--- config.mk ---
export PLATFORM = sky130hd
export DESIGN_NAME = lifo_fifo_ctrl
export DESIGN_NICKNAME = d
export VERILOG_FILES = /design/src/rtl/lifo_fifo_pkg.sv /design/src/rtl/lifo_fifo_ptr.sv /design/src/rtl/lifo_fifo_ctrl.sv
export SDC_FILE = /design/constraint.sdc
export NUM_CORES = 1
export LEC_CHECK = 0
export CORE_MARGIN = 2
export CORE_UTILIZATION = 45
export CTS_CLUSTER_DIAMETER = 50
export DETAILED_ROUTE_END_ITERATION = 7
export PLACE_DENSITY = 0.64
export SLEW_MARGIN = 15
export SYNTH_ARGS = -nofsm -noshare
export SYNTH_HDL_FRONTEND = slang
export SYNTH_HIERARCHICAL = 1
export SYNTH_SLANG_ARGS = --single-unit
--- constraint.sdc ---
create_clock -name clk -period 5.7 [get_ports clk]
set_input_delay 1.14 -clock clk [delete_from_list [all_inputs] [get_ports clk]]
set_output_delay 1.14 -clock clk [all_outputs]
set_load 0.05 [all_outputs]
--- src/rtl/lifo_fifo_pkg.sv ---
`default_nettype none
// ============================================================================
// Module   : lifo_fifo_pkg
// Purpose  : Shared definitions for the lifo_fifo_ctrl block.
//            - run-time mode encodings
//            - occupancy state encoding
//            - pointer helpers that wrap at an arbitrary MEM_SIZE
// Revision : 1.0 - initial release
// ============================================================================
package lifo_fifo_pkg;

  localparam logic MODE_FIFO = 1'b0;
  localparam logic MODE_LIFO = 1'b1;

  typedef enum logic [1:0] {
    ST_EMPTY = 2'd0,
    ST_PART  = 2'd1,
    ST_FULL  = 2'd2
  } occ_state_e;

  // Increment with wrap from size-1 back to 0 (size need not be a power of two).
  function automatic logic [31:0] ptr_inc(input logic [31:0] ptr, input logic [31:0] size);
    return (ptr == size - 32'd1) ? 32'd0 : ptr + 32'd1;
  endfunction

  // Decrement with wrap from 0 back to size-1.
  function automatic logic [31:0] ptr_dec(input logic [31:0] ptr, input logic [31:0] size);
    return (ptr == 32'd0) ? size - 32'd1 : ptr - 32'd1;
  endfunction

endpackage
`default_nettype wire

--- src/rtl/lifo_fifo_ptr.sv ---
`default_nettype none
// ============================================================================
// Module   : lifo_fifo_ptr
// Purpose  : Address pointer register that wraps at MEM_SIZE.
// Ports    : clk, rst_i   - clock, synchronous active-high reset
//            clr_i        - synchronous clear to 0 (priority over inc/dec)
//            inc_i, dec_i - step up / down; both together hold the value
//            ptr_o        - current pointer value
// Revision : 1.0 - initial release
// ============================================================================
module lifo_fifo_ptr
  import lifo_fifo_pkg::*;
#(
  parameter int ADR_WIDTH = 11,
  parameter int MEM_SIZE  = 2048
) (
  input  logic                 clk,
  input  logic                 rst_i,
  input  logic                 clr_i,
  input  logic                 inc_i,
  input  logic                 dec_i,
  output logic [ADR_WIDTH-1:0] ptr_o
);

  logic [ADR_WIDTH-1:0] ptr_d;
  logic [ADR_WIDTH-1:0] ptr_q;

  always_comb begin
    ptr_d = ptr_q;
    if (clr_i) begin
      ptr_d = '0;
    end else if (inc_i && !dec_i) begin
      ptr_d = ADR_WIDTH'(ptr_inc(32'(ptr_q), 32'(MEM_SIZE)));
    end else if (dec_i && !inc_i) begin
      ptr_d = ADR_WIDTH'(ptr_dec(32'(ptr_q), 32'(MEM_SIZE)));
    end
  end

  always_ff @(posedge clk) begin
    if (rst_i) begin
      ptr_q <= '0;
    end else begin
      ptr_q <= ptr_d;
    end
  end

  assign ptr_o = ptr_q;

endmodule
`default_nettype wire

--- src/rtl/lifo_fifo_ctrl.sv ---
`default_nettype none
// ============================================================================
// Module   : lifo_fifo_ctrl
// Purpose  : Sequencing controller running a 1-cycle-read dual-port RAM as a
//            FIFO (mode 0) or LIFO (mode 1). Data flows directly between the
//            client and the RAM; this block only produces addresses, enables,
//            occupancy, flags and read-data-valid timing.
// Ports    : clk, rst_i            - clock, synchronous active-high reset
//            mode_i                - 0 FIFO / 1 LIFO, taken only while empty
//            flush_i               - synchronous clear (mode is kept)
//            push_i, pop_i         - client requests
//            ram_we_o, ram_rde_o   - RAM write / read enables
//            ram_adr_wr_o/_rd_o    - RAM addresses
//            dat_valid_o           - RAM dat_o holds popped data this cycle
//            count_o, full_o, empty_o, mode_o - status
//            ovf_o, udf_o          - sticky error flags
// Options  : LIFO_FIFO_ERR_EN - when defined, ovf_o/udf_o are implemented;
//            otherwise both are tied to 0.
// Revision : 1.0 - initial release
// ============================================================================
module lifo_fifo_ctrl
  import lifo_fifo_pkg::*;
#(
  parameter int ADR_WIDTH = 11,
  parameter int MEM_SIZE  = 2048
) (
  input  logic                 clk,
  input  logic                 rst_i,
  input  logic                 mode_i,
  input  logic                 flush_i,
  input  logic                 push_i,
  input  logic                 pop_i,
  output logic                 ram_we_o,
  output logic                 ram_rde_o,
  output logic [ADR_WIDTH-1:0] ram_adr_wr_o,
  output logic [ADR_WIDTH-1:0] ram_adr_rd_o,
  output logic                 dat_valid_o,
  output logic [ADR_WIDTH:0]   count_o,
  output logic                 full_o,
  output logic                 empty_o,
  output logic                 mode_o,
  output logic                 ovf_o,
  output logic                 udf_o
);

  localparam logic [ADR_WIDTH:0] CNT_MAX = (ADR_WIDTH+1)'(MEM_SIZE);

  occ_state_e           state_q, state_d;
  logic [ADR_WIDTH:0]   count_q, count_d;
  logic                 full_q, full_d;
  logic                 empty_q, empty_d;
  logic                 mode_q, mode_d;
  logic                 valid_q, valid_d;

  logic                 push_acc, pop_acc;
  logic                 is_lifo;
  logic                 wr_inc, wr_dec, rd_inc, ptr_clr;
  logic [ADR_WIDTH-1:0] wr_ptr, rd_ptr, sp_m1;

  // Reset and flush win over client requests, so nothing reaches the RAM then.
  always_comb begin
    is_lifo  = (mode_q == MODE_LIFO);
    pop_acc  = pop_i & ~empty_q & ~flush_i & ~rst_i;
    push_acc = push_i & (~full_q | pop_acc) & ~flush_i & ~rst_i;
    // In LIFO the write instance is the stack pointer; a push/pop pair leaves it.
    wr_inc   = push_acc;
    wr_dec   = is_lifo & pop_acc;
    rd_inc   = ~is_lifo & pop_acc;
    // Pointers are re-zeroed whenever idle-empty so a mode change always starts
    // from a clean base (sp must equal count in LIFO).
    ptr_clr  = flush_i | ((state_q == ST_EMPTY) & ~push_acc);
  end

  lifo_fifo_ptr #(.ADR_WIDTH(ADR_WIDTH), .MEM_SIZE(MEM_SIZE)) u_wr_ptr (
    .clk   (clk),
    .rst_i (rst_i),
    .clr_i (ptr_clr),
    .inc_i (wr_inc),
    .dec_i (wr_dec),
    .ptr_o (wr_ptr)
  );

  lifo_fifo_ptr #(.ADR_WIDTH(ADR_WIDTH), .MEM_SIZE(MEM_SIZE)) u_rd_ptr (
    .clk   (clk),
    .rst_i (rst_i),
    .clr_i (ptr_clr),
    .inc_i (rd_inc),
    .dec_i (1'b0),
    .ptr_o (rd_ptr)
  );

  // sp holds count modulo MEM_SIZE, so sp-1 with wrap is the top entry even
  // when the stack is completely full (sp has wrapped to 0).
  assign sp_m1 = ADR_WIDTH'(ptr_dec(32'(wr_ptr), 32'(MEM_SIZE)));

  always_comb begin
    ram_we_o  = push_acc;
    ram_rde_o = pop_acc;
    if (is_lifo) begin
      ram_adr_wr_o = (push_acc && pop_acc) ? sp_m1 : wr_ptr;
      ram_adr_rd_o = (state_q == ST_EMPTY) ? '0 : sp_m1;
    end else begin
      ram_adr_wr_o = wr_ptr;
      ram_adr_rd_o = rd_ptr;
    end
  end

  // Occupancy FSM next-state; flags are derived from the next state.
  always_comb begin
    count_d = count_q;
    mode_d  = mode_q;
    valid_d = pop_acc;
    if (flush_i) begin
      count_d = '0;
    end else begin
      if (push_acc && !pop_acc) begin
        count_d = count_q + (ADR_WIDTH+1)'(1);
      end else if (pop_acc && !push_acc) begin
        count_d = count_q - (ADR_WIDTH+1)'(1);
      end
      if ((state_q == ST_EMPTY) && !push_acc) begin
        mode_d = mode_i;
      end
    end
    if (count_d == '0) begin
      state_d = ST_EMPTY;
    end else if (count_d == CNT_MAX) begin
      state_d = ST_FULL;
    end else begin
      state_d = ST_PART;
    end
    full_d  = (state_d == ST_FULL);
    empty_d = (state_d == ST_EMPTY);
  end

  always_ff @(posedge clk) begin
    if (rst_i) begin
      state_q <= ST_EMPTY;
      count_q <= '0;
      full_q  <= 1'b0;
      empty_q <= 1'b1;
      mode_q  <= MODE_FIFO;
      valid_q <= 1'b0;
    end else begin
      state_q <= state_d;
      count_q <= count_d;
      full_q  <= full_d;
      empty_q <= empty_d;
      mode_q  <= mode_d;
      valid_q <= valid_d;
    end
  end

  assign count_o     = count_q;
  assign full_o      = full_q;
  assign empty_o     = empty_q;
  assign mode_o      = mode_q;
  assign dat_valid_o = valid_q;

`ifdef LIFO_FIFO_ERR_EN
  logic ovf_q, ovf_d;
  logic udf_q, udf_d;

  always_comb begin
    ovf_d = ovf_q;
    udf_d = udf_q;
    if (flush_i) begin
      ovf_d = 1'b0;
      udf_d = 1'b0;
    end else begin
      if (push_i && full_q && !pop_acc) ovf_d = 1'b1;
      if (pop_i && empty_q) udf_d = 1'b1;
    end
  end

  always_ff @(posedge clk) begin
    if (rst_i) begin
      ovf_q <= 1'b0;
      udf_q <= 1'b0;
    end else begin
      ovf_q <= ovf_d;
      udf_q <= udf_d;
    end
  end

  assign ovf_o = ovf_q;
  assign udf_o = udf_q;
`else
  assign ovf_o = 1'b0;
  assign udf_o = 1'b0;
`endif

endmodule
`default_nettype wire

* Word-level counts from Yosys, hierarchy flattened *
Index checks and enable logic that the tools add are counted.

word-level totals
  flip-flop bits (word level) = 40
  latch bits = 0
  bits in writable memories = 0
  bits in read-only memories = 0
  input port bits = 6
  logic and storage cells = 64
  memories kept = 0

operators by class
  $add $sub $neg = 5
  multipliers = 0
  div/mod/pow operators = 0
  magnitude comparators = 0
  equality and inequality tests = 4
  shift-type cells = 0
  multiplexer cells = 14
  bitwise operators = 17
  reduce and logical (&&, ||, !) cells = 16

operator list
  cell                     number
  $mux W11                 9
  $mux W12                 3
  $add A11 B1 Y11 const B  2
  $eq A11 B11 Y1 const B   2
  $add A12 B1 Y12 const B  1
  $eq A12 B12 Y1 const B   1
  $logic_not A12 Y1        1
  $sub A12 B1 Y12 const B  1
  $logic_not A11 Y1        1
  $sub A11 B1 Y11 const B  1
  $and A1 B1 Y1            9
  $logic_and A1 B1 Y1      6
  $not A1 Y1               6
  $logic_not A2 Y1         2
  $mux W2                  2
  $logic_not A1 Y1         3
  $eq A2 B2 Y1 const B     1
  $or A1 B1 Y1             2
  $reduce_and A2 Y1        1
  $reduce_bool A2 Y1       1
  $reduce_or A2 Y1         1

* Depth between registers and ports, before layout *
Gate-level depths: netlist (run 1).

  depth after elaboration = 17
  mapped depth = 14
  mapped depth without buffers = 10

* Hierarchy *
The synthesis (run 1) kept the hierarchy.

modules (own cells, without submodules)
  module          instances  cells each  area an instance (um2)  sequential area each (um2)
  lifo_fifo_ptr   2          112         894.6                   220.2
  lifo_fifo_ctrl  1          222         1645.3                  340.3

* Worst setup path before layout (run 1) *
Ideal clock, no wire load.

  kind = input to output
  start = input port push_i
  end = output port ram_adr_wr_o[1]
  data arrival time = 4171 ps
  required time = 4560 ps
  slack = 389 ps
  cell stages on the path = 6
  path through = buf_4 > or3b_4 > a21oi_1 > nand2_1 > clkbuf_1 > o21ai_0

between the ends
  longest elaborated chain between the ends = 6

RTL lines
  element                      line                   RTL
  start: declaration           lifo_fifo_ctrl.sv:31   input logic push_i,
  $and A1 B1 Y1 (3 in series)  lifo_fifo_ctrl.sv:64   push_acc = push_i & (~full_q | pop_acc) & ~flush_i & ~rst_i;
  named net ram_we_o           lifo_fifo_ctrl.sv:33   output logic ram_we_o,
  $logic_and A1 B1 Y1          lifo_fifo_ctrl.sv:100  ram_adr_wr_o = (push_acc && pop_acc) ? sp_m1 : wr_ptr;
  $mux W11                     lifo_fifo_ctrl.sv:100
  $mux W11                     lifo_fifo_ctrl.sv:99   if (is_lifo) begin
  end: declaration             lifo_fifo_ctrl.sv:35   output logic [ADR_WIDTH-1:0] ram_adr_wr_o,

The timed path passes the listed nets, and every way through them passes these cells.

* Worst setup path in the final report (run 1) *
  start = input port push_i
  end = output port ram_adr_wr_o[0]

between the ends
  longest elaborated chain between the ends = 6

RTL lines
  element                      line
  $and A1 B1 Y1 (3 in series)  lifo_fifo_ctrl.sv:64
  $logic_and A1 B1 Y1          lifo_fifo_ctrl.sv:100
  $mux W11                     lifo_fifo_ctrl.sv:100
  $mux W11                     lifo_fifo_ctrl.sv:99

Every way passes these cells.

==> results of run 1 <==
==> logic make-up (layout without fill, tap and decap cells) <==
group	after synthesis	in the layout	share of synthesized area, %
other	1	3	0.1092
and+or+nand+nor	203	203	34.06
xor gates and xnor gates	24	24	6.120
buffers and inverters	57	84	8.015
AOI/OAI and AO/OA	90	90	18.62
adders and majority gates	9	9	3.279
DFF	39	39	22.73
muxes	23	23	7.067
==> power by group through the flow <==
stage / Sequential, mW / Combinational [mW] / Clock, mW
floorplan: 0.295 / 0.111 / 0
global placement: 0.297 / 0.140 / 0
detailed placement: 0.298 / 0.141 / 0
CTS: 0.291 / 0.142 / 0.296
global route: 0.293 / 0.155 / 0.306
finish: 0.291 / 0.143 / 0.290
==> critical path: stages <==
cell and delay, ns:
clkdlybuf4s50_1 0.67, or3b_4 0.46, a21oi_1 0.34, nand2_1 0.34
mux2i_1 0.24, clkdlybuf4s50_1 0.82
==> stage by stage <==
| stage | power (mW) | std cells | hold WS [ns] | util [%] |
|---|---|---|---|---|
| floorplan | 0.4066 | 448 | 0.5450 | - |
| global placement | 0.4375 | 566 | 0.5886 | 52.93 |
| detailed placement | 0.4390 | 566 | 0.5939 | 52.93 |
| CTS | 0.7297 | 574 | 0.6088 | 54.84 |
| global route | 0.7547 | 574 | 0.6394 | 54.84 |
| finish | 0.7238 | 574 | 0.6029 | 54.84 |
==> registers in the layout, indices dropped and copies added (netlist names) <==
name	count
u_rd_ptr/ptr_o	11
dat_valid_o	1
count_o	12
u_wr_ptr/ptr_o	11
mode_o	1
state_q	2
empty_o	1
==> how the worst max path moves through the flow <==
| stage | startpoint | endpoint | slack (ns) | cells after the start |
|---|---|---|---|---|
| after floorplan | push_i | ram_adr_wr_o[1] | 0.39 | 6 |
| after global placement | push_i | ram_adr_wr_o[0] | 0.71 | 6 |
| after detailed placement | push_i | ram_adr_wr_o[0] | 0.59 | 6 |
| after CTS | push_i | ram_adr_wr_o[0] | 0.58 | 6 |
| after global routing | push_i | ram_adr_wr_o[9] | 0.37 | 6 |
| final | push_i | ram_adr_wr_o[0] | 0.54 | 6 |
==> layout make-up <==
| type | instances | area, um^2 |
|---|---|---|
| fillers | 684 | 3311 |
| inverters | 27 | 101.3 |
| clock inverters | 3 | 71.32 |
| clock buffers | 5 | 68.82 |
| flip-flops and latches | 39 | 780.7 |
| multi-input cells | 352 | 2386 |
| well taps | 99 | 123.9 |
| repair buffers | 49 | 488.0 |
==> cell usage in the layout (no fill, tap or decap), types with 6 or more instances in the layout <==
master           instances
o21ai_0                 12
nor4_1                  10
buf_4                    9
ha_1                     9
xnor2_1                 12
clkdlybuf4s50_1         38
nand2_1                 23
nor3_1                  17
inv_1                   27
xor2_1                  12
a21oi_1                 23
or3_1                    8
dfxtp_1                 39
mux2i_1                 13
and3_1                  13
a31oi_1                  7
o22ai_1                  9
nor2_1                  55
a22oi_1                  6
mux2_2                  10
nand3_1                 23
==> per-layer routing <==
| metal | global-route usage, % | vias up | part of all wire [%] | wire length (um) |
|---|---|---|---|---|
| met5 | 0 | - | 0 | 0 |
| met4 | 6.187 | 0 | 1.7 | 158 |
| met3 | 3.817 | 13 | 5.1 | 465 |
| met2 | 36.42 | 110 | 46 | 4237 |
| met1 | 30.62 | 1605 | 47 | 4315 |
| li1 | - | 1680 | - | - |
==> results_dict.tcl, run 1 <==
set metrics [dict create \
    grt_first_pass_wirelength_mm 15.54 \
    synth.distinct_cells 65 \
    worstSkewPairLatency_ns 0.30 \
    clockRootBuffer "clkbuf_8" \
    num_rows 31 \
    yosysTopAreaCellShare_pct 22.73 \
    r2r-start "empty_o$_SDFF_PP1_" \
    final_nets 489 \
    dr.pass1.iters 5 \
    post_cts_resized 0 \
    avgViaCountPerCell 5.937 \
    p_switching_mw 0.2114 \
    synth_edf_count 0 \
    start_util_pct 46.85 \
    setup_ws_ns 0.5439 \
    first_iter_violations 150 \
    p_seq_share_pct 40.2 \
    numCtsBuffers 5 \
    p_comb_share_pct 19.7 \
    synth_area_um2 3435 \
    synthTopCellsByCount "nor2_1 (55), dfxtp_1 (39), inv_1 (27)" \
    worstMarginPinSlew_ns 0.6700 \
    ff2ff_path_depth 10 \
    overflow 0 \
    holdBufCountCts 0 \
    placed_area_um2 3880 \
    reg2reg_slack_ns 2.74 \
    power_density_nw_per_um2 180.0 \
    grt_pass1_vias 3161 \
    synth_largest_area_cell "dfxtp_1" \
    dp_slack_ns 0.5856 \
    drc 0 \
    ys_ff_latch 39 \
    vdd_ir_drop_max_uv 134.6 \
    maxSlewHeadroom_pct 54.86 \
    die-width_um 91.37 \
    wl_per_cell_um 15.99 \
    switching_share_pct 29.21 \
    avgSynthCellArea_um2 7.701 \
    worst_setup_path_end_kind "output port" \
    dieArea_um2 8348 \
    cts_tree "built" \
    critPathKind "in -> out" \
    yosysMostFrequentCell "nor2_1" \
    synth_seq_area_share_pct 22.73 \
    hold_path_end "u_rd_ptr/ptr_o[8]$_SDFFE_PP0P_" \
    critPathMaxFanout 13 \
    numClockSinks 39 \
    finalCriticalPeriod_ns 5.156 \
    pwr-share-clk_pct 40.0 \
    antenna_found_initial 0 \
    drt-total-wl_mm 9.176 \
    status "finished, final reports clean" \
    grt_use_total_pct 22.43 \
    drv_cap 0 \
    drtAntennaViolNets 0 \
    max_freq_mhz 193.9 \
    ys.flop_type "dfxtp_1" \
    cp-start-kind "primary input" \
    critPathRequiredTime_ns 4.56 \
    cts_buffer_depth 2 \
    postCtsSetupBuffers 0 \
    min_period_over_period_pct 90.46 \
    coreArea_um2 7331 \
    fin_skew_ns 0.008729 \
    io_pins 48 \
    maxSlewViolCount 0 \
    via_count 3408 \
    final-hold-violation-count 0 \
    final_cell_area_um2 4020 \
    grt_setup_unrepaired "false" \
    area_growth_pct 17.05 \
    netlist_instances 446 \
    antennaDiodeCount 0 \
    setup_tns_ns 0 \
    synth_area_leaders "dfxtp_1 (23%), nor2_1 (6.0%), mux2i_1 (3.8%)" \
    r2r-end "u_wr_ptr/ptr_o[5]$_SDFFE_PP0P_" \
    clk_pin_slew_worst_paths_ns 0.08 \
    setup_viol 0 \
    dp_hpwl_mm 6.845 \
    io_buffers 45 \
    min_from "u_rd_ptr/ptr_o[8]$_SDFFE_PP0P_" \
    async_reset_ff_share_pct 0 \
    fp.dieH_um 91.37 \
    htree_levels 2 \
    min_path_type "reg -> reg" \
    gp_congestion 0.8995 \
    arrival_ns 4.02 \
    leakagePower_nw 1.576 \
    layout-drive-gt1-share_pct 12.21 \
    hold_depth 2 \
    grt_max_degree 17 \
    yosysWarningCount 6 \
    power.internal_mw 0.5123 \
]
Power figures use the tool's default switching activity.
==> run 2: changes to the inputs <==
--- a/config.mk
+++ b/config.mk
@@ -5,12 +5,14 @@
 export SDC_FILE = /design/constraint.sdc
 export NUM_CORES = 1
 export LEC_CHECK = 0
+export CELL_PAD_IN_SITES_DETAIL_PLACEMENT = 1
+export CELL_PAD_IN_SITES_GLOBAL_PLACEMENT = 1
 export CORE_MARGIN = 2
-export CORE_UTILIZATION = 45
+export CORE_UTILIZATION = 44
 export CTS_CLUSTER_DIAMETER = 50
 export DETAILED_ROUTE_END_ITERATION = 7
-export PLACE_DENSITY = 0.64
-export SLEW_MARGIN = 15
+export PLACE_DENSITY = 0.82
+export RECOVER_POWER = 25
 export SYNTH_ARGS = -nofsm -noshare
 export SYNTH_HDL_FRONTEND = slang
 export SYNTH_HIERARCHICAL = 1
==> results_dict.tcl, run 2 (synthesis gave the netlist of run 1 again) <==
set metrics [dict create \
    grt_use_total_pct 24.46 \
    critPathRequiredTime_ns 4.56 \
    post-route-util_pct 51.82 \
    final-hold-violation-count 0 \
    global_route.usage.met2_pct 41.06 \
    grt_max_degree 17 \
    overflow 0 \
    numClockSinks 39 \
    die-width_um 92.35 \
    cts_tree "built" \
    final_cell_area_um2 3963 \
    critPathMaxFanout 13 \
    io_pins 48 \
    layout-drive-gt1-share_pct 11.81 \
    fin_skew_ns 0.01101 \
    dp_hpwl_mm 7.521 \
    leakagePower_nw 1.589 \
    dr.pass1.iters 4 \
    max_freq_mhz 193.5 \
    grt.busiest_layer "met2" \
    met1_usage_pct 32.38 \
    finalCriticalPeriod_ns 5.167 \
    worstSkewPairLatency_ns 0.30 \
    grt_first_pass_wirelength_mm 17.02 \
    fp.dieH_um 92.35 \
    r2r-start "empty_o$_SDFF_PP1_" \
    coreArea_um2 7647 \
    antennaDiodeCount 0 \
    setup_viol 0 \
    vdd_ir_drop_max_uv 77.07 \
    htree_levels 2 \
    start_util_pct 44.91 \
    hold_ws_ns 0.6076 \
    critical_path.startpoint "push_i" \
    antenna_found_initial 0 \
    drc 0 \
    min_period_over_period_pct 90.65 \
    grt_pass1_vias 3406 \
    largest_reg_flops 12 \
    drtAntennaViolNets 0 \
    p_total_mw 0.6387 \
    wl_per_cell_um 17.94 \
    clk_pin_slew_worst_paths_ns 0.09 \
    num_rows 32 \
    first_iter_violations 166 \
    r2r-end "u_wr_ptr/ptr_o[5]$_SDFFE_PP0P_" \
    io_buffers 45 \
    clockRootBuffer "clkbuf_8" \
    status "finished, final reports clean" \
    holdBufCountCts 0 \
    numCtsBuffers 5 \
    area_growth_pct 15.37 \
    final_cell_mix "nor2_1 (55), dfxtp_1 (39), inv_1 (27)" \
    worst_setup_path_end_kind "output port" \
    final_common_cell "nor2_1" \
    drt-total-wl_mm 10.33 \
    via_count 3503 \
    power_density_nw_per_um2 161.2 \
    arrival_ns 4.03 \
    postCtsSetupBuffers 0 \
    final_nets 488 \
    avgViaCountPerCell 6.082 \
    placed_area_um2 3884 \
    critPathKind "in -> out" \
    reg2reg_slack_ns 2.69 \
    cts_buffer_depth 2 \
    setup_tns_ns 0 \
    grt_setup_unrepaired "false" \
    min_path_type "reg -> reg" \
    ff2ff_path_depth 10 \
    worstMarginPinSlew_ns 0.9791 \
    post_cts_resized 0 \
    maxSlewHeadroom_pct 34.23 \
    gp_congestion 0.8636 \
    dieArea_um2 8529 \
    grt_use_met3_pct 4.150 \
    maxSlewViolCount 0 \
    drv_cap 0 \
    cp-start-kind "primary input" \
    endpoint "ram_adr_wr_o[7]" \
]
==> run 2: changes by cell type in the layout (fill, tap and decap cells not counted) <==
cell             change
clkinv_4             +2
nor3_4               -1
clkinvlp_4           +1
dlygate4sd3_1       +16
buf_12               +1
buf_4                -1
inv_8                -1
nor3_1               +1
clkdlybuf4s50_1     -18
or2_0                +1
or2_2                -1
clkbuf_1             +1
bufinv_16            -2
==> run 2: final cells by class <==
cell class | count | area (um^2)
inverters | 27 | 101.3
multi-input cells | 352 | 2375
repair buffers | 48 | 484.2
fillers | 972 | 3685
flip-flops and latches | 39 | 780.7
clock inverters | 3 | 25.02
clock buffers | 5 | 68.82
well taps | 102 | 127.6
==> run 2: layer usage <==
layer	vias to the layer above	wire [um]
li1	1683	-
met1	1732	4823
met2	73	4941
met3	15	400
met4	0	166
met5	-	0
==> run 2: per-stage QoR <==
stage / worst slack [ns] / cells
after detailed placement: 0.5983 / 568
after global routing: 0.3278 / 576
final: 0.5331 / 576
after global placement: 0.6930 / 568
after CTS: 0.5844 / 576
after floorplan: 0.3890 / 448
==> run 2: worst min-delay path by stage <==
| stage | startpoint | endpoint | slack (ns) | cells after the start |
|---|---|---|---|---|
| 2_1_floorplan | u_rd_ptr/ptr_o[10]$_SDFFE_PP0P_ | u_rd_ptr/ptr_o[10]$_SDFFE_PP0P_ | 0.54 | 2 |
| 3_3_place_gp | u_rd_ptr/ptr_o[10]$_SDFFE_PP0P_ | u_rd_ptr/ptr_o[10]$_SDFFE_PP0P_ | 0.58 | 2 |
| 5_1_grt | u_rd_ptr/ptr_o[8]$_SDFFE_PP0P_ | u_rd_ptr/ptr_o[8]$_SDFFE_PP0P_ | 0.66 | 2 |
| 4_1_cts | u_rd_ptr/ptr_o[8]$_SDFFE_PP0P_ | u_rd_ptr/ptr_o[8]$_SDFFE_PP0P_ | 0.61 | 2 |
| 3_5_place_dp | u_rd_ptr/ptr_o[8]$_SDFFE_PP0P_ | u_rd_ptr/ptr_o[8]$_SDFFE_PP0P_ | 0.59 | 2 |
| 6_report | u_rd_ptr/ptr_o[8]$_SDFFE_PP0P_ | u_rd_ptr/ptr_o[8]$_SDFFE_PP0P_ | 0.61 | 2 |
==> run 2: critical path, stage by stage <==
cell	delay, ns
dlygate4sd3_1	0.74
or3b_4	0.44
a21oi_1	0.30
nand2_1	0.36
o21ai_1	0.22
clkdlybuf4s50_1	0.82
==> run 2: power by group <==
part	switching (mW)	total, mW	internal, mW
registers	0.0135	0.291	0.278
clock network	0.116	0.204	0.0877
logic	0.0883	0.144	0.0558
total	0.218	0.639	0.421
